[src/rtl/dac_scheduler.sv]
// dac_scheduler: paces samples from two requesters into a serial DAC at a fixed
// sample period. Requesters are served round-robin. When nobody is valid at a
// sample slot, an underrun is flagged.
// Optional feature (macro DAC_HOLD_LAST_EN): on underrun, resend the last
// transmitted sample instead of skipping the slot.
module dac_scheduler #(
    parameter int unsigned PERIOD = 40,
    parameter int unsigned DW     = 16
) (
    input  logic          clk,
    input  logic          rst,
    input  logic          req0_valid,
    input  logic [DW-1:0] req0_data,
    output logic          req0_ready,
    input  logic          req1_valid,
    input  logic [DW-1:0] req1_data,
    output logic          req1_ready,
    output logic          dac_start,
    output logic [DW-1:0] dac_data,
    input  logic          dac_done,
    output logic          grant_id,
    output logic          busy,
    output logic          underrun,
    output logic          overrun
);

    localparam int unsigned     CntW   = $clog2(PERIOD);
    localparam logic [CntW-1:0] CntMax = CntW'(PERIOD - 1);

    typedef enum logic [1:0] {
        StIdle,
        StGrant,
        StSend,
        StWaitDone
    } state_e;

    state_e          state_q, state_d;
    logic [CntW-1:0] cnt_q, cnt_d;
    logic            ptr_q, ptr_d;
    logic            grant_q, grant_d;
    // Last transmitted sample; doubles as the held DAC output.
    logic [DW-1:0]   sample_q, sample_d;

    logic tick;
    logic any_valid;
    logic winner;
    logic arb_slot;

    assign tick      = (cnt_q == CntMax);
    assign any_valid = req0_valid | req1_valid;
    // Pointer only matters when both are valid; a lone requester always wins.
    assign winner    = (req0_valid && req1_valid) ? ptr_q : req1_valid;

    // Free-running sample-period counter, wraps at PERIOD-1.
    always_comb begin
        cnt_d = tick ? '0 : cnt_q + CntW'(1);
    end

    // Next-state logic: normal sequencing, then tick handling overrides it.
    always_comb begin
        state_d  = state_q;
        ptr_d    = ptr_q;
        grant_d  = grant_q;
        sample_d = sample_q;
        underrun = 1'b0;
        overrun  = 1'b0;
        // A tick that lands on the frame-complete cycle is as good as an idle tick.
        arb_slot = (state_q == StIdle) || ((state_q == StWaitDone) && dac_done);

        unique case (state_q)
            StIdle: begin
                state_d = StIdle;
            end
            StGrant: begin
                state_d  = StSend;
                sample_d = grant_q ? req1_data : req0_data;
            end
            StSend: begin
                state_d = StWaitDone;
            end
            StWaitDone: begin
                if (dac_done) begin
                    state_d = StIdle;
                end
            end
            default: begin
                state_d = StIdle;
            end
        endcase

        if (tick) begin
            if (arb_slot) begin
                if (any_valid) begin
                    state_d = StGrant;
                    grant_d = winner;
                    ptr_d   = ~winner;
                end else begin
                    underrun = 1'b1;
`ifdef DAC_HOLD_LAST_EN
                    // sample_q still holds the previous sample, so just relaunch it.
                    state_d  = StSend;
`else
                    state_d  = StIdle;
`endif
                end
            end else begin
                // Slot missed while a frame is still in flight: drop the tick.
                overrun = 1'b1;
            end
        end
    end

    // State registers with synchronous reset.
    always_ff @(posedge clk) begin
        if (rst) begin
            state_q  <= StIdle;
            cnt_q    <= '0;
            ptr_q    <= 1'b0;
            grant_q  <= 1'b0;
            sample_q <= '0;
        end else begin
            state_q  <= state_d;
            cnt_q    <= cnt_d;
            ptr_q    <= ptr_d;
            grant_q  <= grant_d;
            sample_q <= sample_d;
        end
    end

    assign req0_ready = (state_q == StGrant) && !grant_q;
    assign req1_ready = (state_q == StGrant) && grant_q;
    assign dac_start  = (state_q == StSend);
    assign dac_data   = sample_q;
    assign grant_id   = grant_q;
    assign busy       = (state_q != StIdle);

endmodule

[config.mk]
export PLATFORM = sky130hd
export DESIGN_NAME = dac_scheduler
export DESIGN_NICKNAME = d
export VERILOG_FILES = /design/src/rtl/dac_scheduler.sv
export SDC_FILE = /design/constraint.sdc
export NUM_CORES = 1
export LEC_CHECK = 0
export ABC_AREA = 1
export BUFFER_PORTS_ARGS = -buffer_cell sky130_fd_sc_hd__buf_2
export CAP_MARGIN = 20
export CORE_UTILIZATION = 43
export CTS_CLUSTER_SIZE = 30
export DETAILED_ROUTE_END_ITERATION = 7
export GPL_TIMING_DRIVEN = 0
export PLACE_DENSITY = 0.77
export REMOVE_ABC_BUFFERS = 1
export SYNTH_ARGS = -nofsm -noshare
export SYNTH_HDL_FRONTEND = slang
export SYNTH_SLANG_ARGS = --single-unit
[constraint.sdc]
create_clock -name clk -period 1.5 [get_ports clk]
set_input_delay 0.15 -clock clk [delete_from_list [all_inputs] [get_ports clk]]
set_output_delay 0.15 -clock clk [all_outputs]
set_load 0.03 [all_outputs]
==> metrics <==
status complete, but fails checks; failing checks design-rule violations; Worst path max stage delay 0.38 ns; commonest cells after routing, fill and taps aside nand2_1, buf_2, dfxtp_1; simple-gate share of the synthesized area between 30 and 40%; initial core utilization 45.4%; worst endpoint data arrival time about 1.3 ns; worst clock skew between 0.002 and 0.003 ns; P&R area growth vs syn 39.3%; initial antenna violation count 0; Ports 60; detailed placement HPWL 1900 um; fraction of layout cells with a size suffix above 1 between 40% and 50%; Unique masters post-synth 21; post-DR vias/cell 4.92; fmax between 600 and 700 MHz; post-synthesis compound-gate area fraction between 10 and 15%; post-route clock period utilization between 90% and 100%; largest family of logic cells by synthesized area simple AND/OR/NAND/NOR gates; final setup fails 0; cell area after synthesis between 0.001 and 0.0015 mm^2; vias 1,201; CTS Hold Bufs 0; hold_ws 0.0730 ns; Ys Warns 0; gp weighted congestion 0.718; core footprint approximately 0.0025 mm^2; DIE AREA between 0.002 and 0.003 mm^2; CTS Buffer Depth 2; CTS tree yes; WL final 2740 um; CTS sink count 26; Die Span Y between 50 and 60 um; crit path time final between 1 and 1.5 ns; Avg Inst Size Synth approximately 7.6 um^2; drc violations 1; cell area power density about 800 mW/mm^2; total gr overflow 0; Cells after DPL about 230; Core Util, Final between 60% and 70%; 1st-pass router iterations 6; CP Data Required Time roughly 1.4 ns; die width ~53 um; Seq/Total Area, Yosys between 40% and 50%; GRT Total Usage roughly a fifth; mux cell area share after synthesis 0%; clk root buf clkbuf_4; Final Max Tran Viols 0; Max VDD drop roughly 630 uV; number of diodes 0; leak pwr between 0.7 and 0.8 nW; CP Max Fanout 3; wire per inst around 11 um; Pwr Total about 1.2 mW; Hold Path Class in2reg; actual slew at the worst max-slew pin 0.392 ns; cell area after placement approximately 0.0014 mm^2; number of port buffers 59; first-pass GRT wire length ~4300 um; Worst-Skew Late Latency just over 0.3 ns; nets@finish 253; crit-path cells ha_4 > nand3_4 > nor2_4 > inv_1 > nor2_1 > buf_4; Setup crit end kind primary output; non-filler cells in the finished layout around 240; category of the most critical setup path reg2out; row count 18; relative slew slack ~74%; # H-tree levels 1; vias in the first global route 1,009; Gate Count Post-Synth approximately 150; max-cap viol count 0; cts bufs inserted 3; unrepaired setup endpoints after global routing true; Reg clk slew, reported paths around 0.13 ns; final hold vios 0; adder-cell share of the synthesized area roughly 1.1%; Initial DRC Count 30; Synth Area in XOR/XNOR 0%; Final Cell Area 0.00157 mm^2; ANT nets after route 0; type of origin of the critical path flop; maximum number of pins on one net before global-route repair 22; Slowest-stage cell, CP dfxtp_2; flops & latches, synth 26
==> logic make-up (layout without fill, tap and decap cells) <==
logic type | after synthesis | in the layout
simple gates | 83 | 83
flops | 26 | 26
compound gates | 23 | 23
buf+inv | 15 | 81
fa+ha+maj | 1 | 1
==> registers in the layout, summed over array words and instances, names as in the netlist <==
register	count
dac_data	16
cnt_q	6
state_q	2
grant_id	1
ptr_q	1
==> through the flow <==
stage / setup slack, ns / setup TNS [ns]
2_1_floorplan: 0.0745 / 0
3_3_place_gp: 0.179 / 0
3_5_place_dp: 0.164 / 0
4_1_cts: -0.00653 / -0.00653
5_1_grt: -0.0610 / -0.264
6_report: 0.0227 / 0
==> area by class of cell <==
class / instances / area [um^2]
repair buffers: 67 / 360
multi-input cells: 107 / 567
inverters: 10 / 37.5
well taps: 30 / 37.5
fillers: 211 / 912
clock buffers: 4 / 36.3
flip-flops and latches: 26 / 527
==> critical path, delay by kind of cell (launching register included) <==
kind / cells / cell delay, ns
adders and majority gates: 1 / 0.15
and+or+nand+nor: 3 / 0.26
DFF: 1 / 0.38
buffers and inverters: 2 / 0.22
==> layer usage <==
layer | vias to the layer above | wire [um] | global-route usage (%)
li1 | 614 | - | -
met2 | 50 | 1340 | 36.1
met5 | - | 0 | 0
met1 | 532 | 1190 | 26.8
met3 | 5 | 178 | 3.74
met4 | 0 | 38 | 7.89
==> power by group <==
part           switching (mW)  internal, mW  leakage, nW  total (mW)
registers              0.0136         0.709        0.212       0.723
clock network           0.197         0.148       0.0210       0.346
logic                  0.0872        0.0684        0.476       0.156
total                   0.298         0.926        0.709        1.22
==> worst paths after layout <==
check / startpoint / end / slack (ns) / cells after the start
setup / recovery: cnt_q[0] / overrun / 0.02 / 6
hold / removal: req0_data[14] / dac_data[14] / 0.07 / 3
setup reg to reg: cnt_q[0] / ptr_q / 0.04 / 10
hold reg to reg: ptr_q / ptr_q / 0.46 / 2
==> cell usage after synthesis <==
| cell | n | area, um^2 |
|---|---|---|
| or2_2 | 1 | 6.26 |
| dfxtp_1 | 26 | 521 |
| nor2_8 | 2 | 40.0 |
| nor2_1 | 11 | 41.3 |
| nand3_1 | 6 | 30.0 |
| nand3b_1 | 1 | 7.51 |
| ha_1 | 1 | 12.5 |
| buf_8 | 2 | 30.0 |
| nand2_1 | 58 | 218 |
| a21oi_1 | 5 | 25.0 |
| a21boi_0 | 1 | 7.51 |
| nor3b_1 | 1 | 7.51 |
| buf_2 | 1 | 5.00 |
| o21ai_0 | 1 | 5.00 |
| inv_2 | 2 | 7.51 |
| clkbuf_1 | 2 | 7.51 |
| nand2_2 | 1 | 6.26 |
| inv_1 | 8 | 30.0 |
| a31oi_1 | 16 | 100 |
| nand2_4 | 1 | 11.3 |
| nor3_1 | 1 | 5.00 |
==> timing repair <==
item / in CTS / in global routing
gates resized for setup: 12 / 4
buffers inserted: 8 / 0
pin swaps: 5 / 3
gates cloned: 0 / 0
endpoints found under the setup margin: 4 / 7
Note: power is estimated with default switching activity, not from simulation.
